<file path="src/rtl/seg_pkg.sv">
// Shared definitions for the 7-segment scan driver: register map, control bits,
// scan state and the active-high hex-to-segment table.
package seg_pkg;
  localparam logic [1:0] ADDR_DIGITS = 2'd0;
  localparam logic [1:0] ADDR_DP     = 2'd1;
  localparam logic [1:0] ADDR_CTRL   = 2'd2;
  localparam logic [1:0] ADDR_STATUS = 2'd3;

  localparam int CTRL_SCAN_EN = 0;
  localparam int CTRL_RAW     = 1;

  typedef enum logic {BLANK = 1'b0, DRIVE = 1'b1} scan_state_e;

  // Segment order {g,f,e,d,c,b,a}; entry 0 sits in the low slice.
  localparam logic [15:0][6:0] HEX7_TBL = {
    7'h71, 7'h79, 7'h5E, 7'h39, 7'h7C, 7'h77, 7'h6F, 7'h7F,
    7'h07, 7'h7D, 7'h6D, 7'h66, 7'h4F, 7'h5B, 7'h06, 7'h3F
  };
endpackage

</file>
<file path="src/rtl/seg_hex_decoder.sv">
// Nibble to active-high 7-segment pattern; polarity is handled by the caller.
module seg_hex_decoder (
  input  logic [3:0] nib,
  output logic [6:0] seg
);
  import seg_pkg::*;

  assign seg = HEX7_TBL[nib];
endmodule

</file>
<file path="src/rtl/seg_scan_driver.sv">
// Three-digit common-anode scan driver with double-buffered digit/dp registers,
// per-slot blanking and frame-aligned shadow updates.
module seg_scan_driver #(
  parameter int SCAN_DIV         = 50000,
  parameter int BLANK_CYCLES     = 64,
  parameter bit DIGIT_ACTIVE_LOW = 1'b1,
  parameter bit SEG_ACTIVE_LOW   = 1'b1
) (
  input  logic        clk,
  input  logic        reset_n,
  input  logic [1:0]  address,
  input  logic        chipselect,
  input  logic        write_n,
  input  logic [31:0] writedata,
  output logic [31:0] readdata,
  input  logic [2:0]  seg_en_in,
  output logic [2:0]  digit_sel,
  output logic [7:0]  seg_out,
  output logic        frame_tick
);
  import seg_pkg::*;

  localparam int             CW         = $clog2(SCAN_DIV);
  localparam logic [CW-1:0]  CNT_LAST   = CW'(SCAN_DIV - 1);
  localparam logic [CW-1:0]  BLANK_LAST = CW'(BLANK_CYCLES - 1);
  localparam logic [2:0]     DIG_OFF    = DIGIT_ACTIVE_LOW ? 3'b111 : 3'b000;
  localparam logic [7:0]     SEG_OFF    = SEG_ACTIVE_LOW ? 8'hFF : 8'h00;

  logic [11:0]   pending, shadow;
  logic [2:0]    pending_dp, shadow_dp;
  logic [1:0]    ctrl;
  logic [7:0]    frame_cnt;
  logic [CW-1:0] cnt;
  logic [1:0]    idx;
  scan_state_e   state;
  logic          en_q;

  logic          wr_en, term, frame_end, drive_on, cur_dp;
  logic [3:0]    cur_nib;
  logic [6:0]    dec7;
  logic [7:0]    seg_raw;
  logic [2:0]    dig_onehot;
  logic          unused_wdata;

  assign wr_en        = chipselect && !write_n;
  assign term         = (cnt == CNT_LAST);
  assign frame_end    = term && (idx == 2'd2);
  assign unused_wdata = ^writedata[31:12];

  always_comb begin
    cur_nib = shadow[3:0];
    case (idx)
      2'd1:    cur_nib = shadow[7:4];
      2'd2:    cur_nib = shadow[11:8];
      default: cur_nib = shadow[3:0];
    endcase
  end

  assign cur_dp = shadow_dp[idx];

  seg_hex_decoder u_dec (
    .nib (cur_nib),
    .seg (dec7)
  );

  // Raw mode is a debug view: the nibble itself lands on segments a..d.
  assign seg_raw    = ctrl[CTRL_RAW] ? {cur_dp, 3'b000, cur_nib} : {cur_dp, dec7};
  assign dig_onehot = 3'b001 << idx;
  assign drive_on   = (state == DRIVE) && ctrl[CTRL_SCAN_EN] && en_q;

  // Register file; the shadow load uses the pre-write pending value when a
  // write lands on the frame boundary.
  always_ff @(posedge clk or negedge reset_n) begin
    if (!reset_n) begin
      pending    <= '0;
      pending_dp <= '0;
      ctrl       <= 2'b01;
      shadow     <= '0;
      shadow_dp  <= '0;
      frame_cnt  <= '0;
    end else begin
      if (wr_en) begin
        case (address)
          ADDR_DIGITS: pending    <= writedata[11:0];
          ADDR_DP:     pending_dp <= writedata[2:0];
          ADDR_CTRL:   ctrl       <= writedata[1:0];
          default:     ;
        endcase
      end
      if (frame_end) begin
        shadow    <= pending;
        shadow_dp <= pending_dp;
        frame_cnt <= frame_cnt + 8'd1;
      end
    end
  end

  // Slot scanner; outputs are registered from the current slot position.
  always_ff @(posedge clk or negedge reset_n) begin
    if (!reset_n) begin
      cnt        <= '0;
      idx        <= '0;
      state      <= BLANK;
      en_q       <= 1'b0;
      digit_sel  <= DIG_OFF;
      seg_out    <= SEG_OFF;
      frame_tick <= 1'b0;
    end else begin
      frame_tick <= frame_end;
      if (cnt == '0) en_q <= seg_en_in[idx];
      if (term) begin
        cnt   <= '0;
        idx   <= (idx == 2'd2) ? 2'd0 : idx + 2'd1;
        state <= BLANK;
      end else begin
        cnt <= cnt + CW'(1);
        if (cnt == BLANK_LAST) state <= DRIVE;
      end
      digit_sel <= drive_on ? (DIGIT_ACTIVE_LOW ? ~dig_onehot : dig_onehot) : DIG_OFF;
      seg_out   <= (state == DRIVE) ? (SEG_ACTIVE_LOW ? ~seg_raw : seg_raw) : SEG_OFF;
    end
  end

  always_comb begin
    readdata = '0;
    case (address)
      ADDR_DIGITS: readdata[11:0] = pending;
      ADDR_DP:     readdata[2:0]  = pending_dp;
      ADDR_CTRL:   readdata[1:0]  = ctrl;
      default: begin
        readdata[15:8] = frame_cnt;
        readdata[4]    = state;
        readdata[1:0]  = idx;
      end
    endcase
  end
endmodule

</file>
<file path="config.mk">
export PLATFORM = sky130hd
export DESIGN_NAME = seg_scan_driver
export DESIGN_NICKNAME = d
export VERILOG_FILES = /design/src/rtl/seg_pkg.sv /design/src/rtl/seg_hex_decoder.sv /design/src/rtl/seg_scan_driver.sv
export SDC_FILE = /design/constraint.sdc
export NUM_CORES = 1
export LEC_CHECK = 0
export ABC_AREA = 1
export BUFFER_PORTS_ARGS = -buffer_cell sky130_fd_sc_hd__buf_4
export CAP_MARGIN = 20
export CORE_ASPECT_RATIO = 0.8
export CORE_MARGIN = 1.5
export CORE_UTILIZATION = 50
export CTS_CLUSTER_SIZE = 25
export DETAILED_ROUTE_END_ITERATION = 10
export PLACE_DENSITY = 0.75
export SYNTH_ARGS = -nofsm -noshare
export SYNTH_HDL_FRONTEND = slang
export SYNTH_SLANG_ARGS = --single-unit
</file>
<file path="constraint.sdc">
create_clock -name clk -period 3.19 [get_ports clk]
set_input_delay 0 -clock clk [delete_from_list [all_inputs] [get_ports clk]]
set_output_delay 0 -clock clk [all_outputs]
set_load 0.05 [all_outputs]
</file>
==> impl_metrics.json <==
{
  "holdPathStages": 4,
  "synth.area.top_cells": "dfrtp_1 (39%), nand2_1 (12%), dfstp_2 (8.3%), inv_1 (5.3%), nor2_1 (5.0%)",
  "io_pins": 85,
  "crit_family": "simple AND/OR/NAND/NOR gates",
  "grt_max_degree": 73,
  "cp.depth": 10,
  "status": "finished clean",
  "root_buffer": "clkbuf_8",
  "die_h_um": 81.0,
  "r2r_cells": 10,
  "hpwl_mm": 5.54,
  "synth_most_common_cell": "nand2_1",
  "switchingPower_uw": 552,
  "internal-power_mw": 1.43,
  "die_x_um": 101,
  "grt_pass1_vias": 2917,
  "yosysTopAreaCellShare_pct": 39.5,
  "gp_congestion": 0.916,
  "clockPowerShare_pct": 37.4,
  "post-route-period-util_pct": 68.8,
  "synth.largest_area_cell": "dfrtp_1",
  "seqPwrFrac_pct": 49.5,
  "slew_headroom_pct": 41.7,
  "cts_inserted_buffers": 9,
  "grt_pass1_wl_mm": 13.5,
  "synth.distinct_cells": 33,
  "clockBufferDepth": 2,
  "leakage_nw": 2.26,
  "cts_tree": "done",
  "syn_area_per_cell_sq_um": 8.11,
  "crit_type": "reg2reg",
  "synth-seq-cells": 72,
  "reg2reg_to": "seg_out[3]",
  "fin_worst_skew_ns": 0.0108,
  "nNetsFinal": 585,
  "totalWireLength_mm": 7.90,
  "antennaDiodeCount": 0,
  "dieArea_sq_um": 8150,
  "drt_iter0_markers": 176,
  "fin_crit_ns": 2.20,
  "cts.clk_slew.worst_paths_ns": 0.08,
  "fin_setup_tns_ns": 0,
  "max_stage_delay_ns": 0.46,
  "critPathBufInv": 2,
  "p_comb_share_pct": 13.1,
  "h-tree-depth": 3,
  "syn-instance-count": 469,
  "grt_usage_pct": 21.3,
  "min_path_type": "in2reg",
  "endpoint_kind": "flop",
  "cp_max_fo": 9,
  "max_slew.worst_pin.slew_ns": 0.875,
  "synth-edff-count": 0,
  "viasPerCell": 4.90,
  "setup_violations": 0,
  "drive_above_1_share_pct": 18.4,
  "startpoint_type": "flop",
  "maxCapViolCount": 0,
  "p_per_area_nw_per_um2": 437,
  "wl_per_cell_um": 12.3,
  "vias": 3156,
  "cp-startpoint": "idx[0]",
  "finalHoldViolations": 0,
  "fp-row-count": 28,
  "ys.flop_type": "dfrtp_1",
  "final_cells": 644,
  "swShare_pct": 27.8,
  "gr-total-overflow": 0,
  "area_delta_synth_final_pct": 19.3,
  "synthTopCellsByCount": "nand2_1 (126), dfrtp_1 (60), inv_1 (54)",
  "port-buffer-count": 48,
  "mappedNetlistArea_sq_um": 3800,
  "maxSlewViolCount": 0,
  "required_ns": 3.46,
  "fin_total_pwr_mw": 1.98,
  "drt_pre_antenna_iters": 4,
  "antenna_found_initial": 0,
  "dp_cells": 613,
  "synthArstFlopShare_pct": 100,
  "ys_seq_area_share_pct": 47.7,
  "clock_sinks": 72,
  "vdd_ir_drop_max_v": 0.000336,
  "crit_top_cell": "nand2_1",
  "start_util_pct": 51.5,
  "critical_path.slowest_cell": "dfrtp_1",
  "crit_end": "seg_out[3]",
  "rsz0062_at_grt": "no",
  "postRouteAntennaNets": 0,
  "critPathArrivalTime_ns": 2.46,
  "crit_chain": "inv_1 > ha_1 > or2_2 > nand2_1 > ha_1 > inv_1 > nand3_1 > nand3_1 > nand2_1 > nand2_1",
  "core_area_sq_um": 7390,
  "clock_latency_ns": 0.35,
  "drc_errors": 0,
  "r2r-start": "idx[0]",
  "regToRegSetupSlack_ns": 0.99,
  "ys_warn_count": 0,
  "max_clock_freq_mhz": 455
}
-- power by group through the flow --
stage               Sequential [mW]  Combinational [mW]  Clock, mW
floorplan                     0.986               0.187          0
global placement              0.997               0.240          0
detailed placement            0.999               0.243          0
CTS                           0.981               0.261      0.761
global route                  0.986               0.283      0.797
finish                        0.982               0.260      0.742
-- per-stage QoR --
stage	utilization [%]	area, sq um	setup WS, ns	hold WS (ns)
after floorplan	-	3860	1.29	-0.296
after global placement	56.6	4180	1.07	0.177
after detailed placement	56.6	4180	1.01	0.176
after CTS	61.4	4540	0.974	0.00379
after global routing	61.4	4540	0.776	0.0448
final	61.4	4540	0.994	0.0175
-- repair_timing --
action                                 4_1_cts  5_1_grt
endpoints found under the hold margin       78        0
setup buffers                                0        0
hold buffers                                15        0
gates resized for setup                      0        0
-- how the worst min path moves through the flow --
stage,to,start
6_report,ctrl[1],write_n
5_1_grt,ctrl[1],write_n
4_1_cts,ctrl[1],write_n
3_5_place_dp,cnt[11],reset_n
3_3_place_gp,cnt[11],reset_n
2_1_floorplan,cnt[0],reset_n
-- logic make-up after synthesis --
group / share of synthesized area, %
simple gates: 26.0
buf+inv: 10.1
flops: 47.7
compound gates: 9.57
xor+xnor: 3.22
fa+ha+maj: 3.29
other cells: 0.0986
-- tightest hold or removal path, stage by stage --
cell and delay (ns):
buf_4 0.08, nor2_1 0.06, nand2_1 0.11, o21ai_0 0.08
-- layer usage --
layer / vias up / share of wire (%) / track usage (%)
met5: - / 0 / 0
met4: 0 / 0.76 / 5.92
met3: 6 / 5.1 / 6.71
met2: 85 / 45 / 32.4
met1: 1477 / 49 / 29.4
li1: 1588 / - / -
-- layout make-up --
type,instances,area [sq um]
repair buffers,63,510
flip-flops and latches,72,1820
fillers,662,2850
inverters,57,214
clock inverters,5,55.1
well taps,105,131
clock buffers,11,151
multi-input cells,331,1660
-- flip-flops by register name, indices dropped and copies added (netlist names), 3 cells and up --
signal,flops
seg_out,8
shadow_dp,3
shadow,12
frame_cnt,8
pending_dp,3
pending,12
digit_sel,3
cnt,16
-- placed cells by master (no fill, tap or decap), drive strengths merged --
cell / netlist / routed
o211ai: 3 / 3
nor4: 2 / 2
inv: 56 / 56
nor2: 54 / 54
xnor2: 1 / 1
o22ai: 3 / 3
nand2: 129 / 129
ha: 10 / 10
clkbuf: 2 / 11
a21oi: 14 / 14
nand3: 26 / 26
o21ai: 37 / 37
nor3: 10 / 10
clkinvlp: 0 / 2
nand4: 7 / 7
dfstp: 12 / 12
o2111ai: 2 / 2
buf: 22 / 48
dfrtp: 60 / 60
conb: 1 / 16
dlygate4sd3: 0 / 15
clkinv: 1 / 3
xor2: 13 / 13
and3: 1 / 1
bufinv: 0 / 1
or2: 2 / 2
a2bb2oi: 1 / 1
Note: power is estimated with default switching activity, not from simulation.
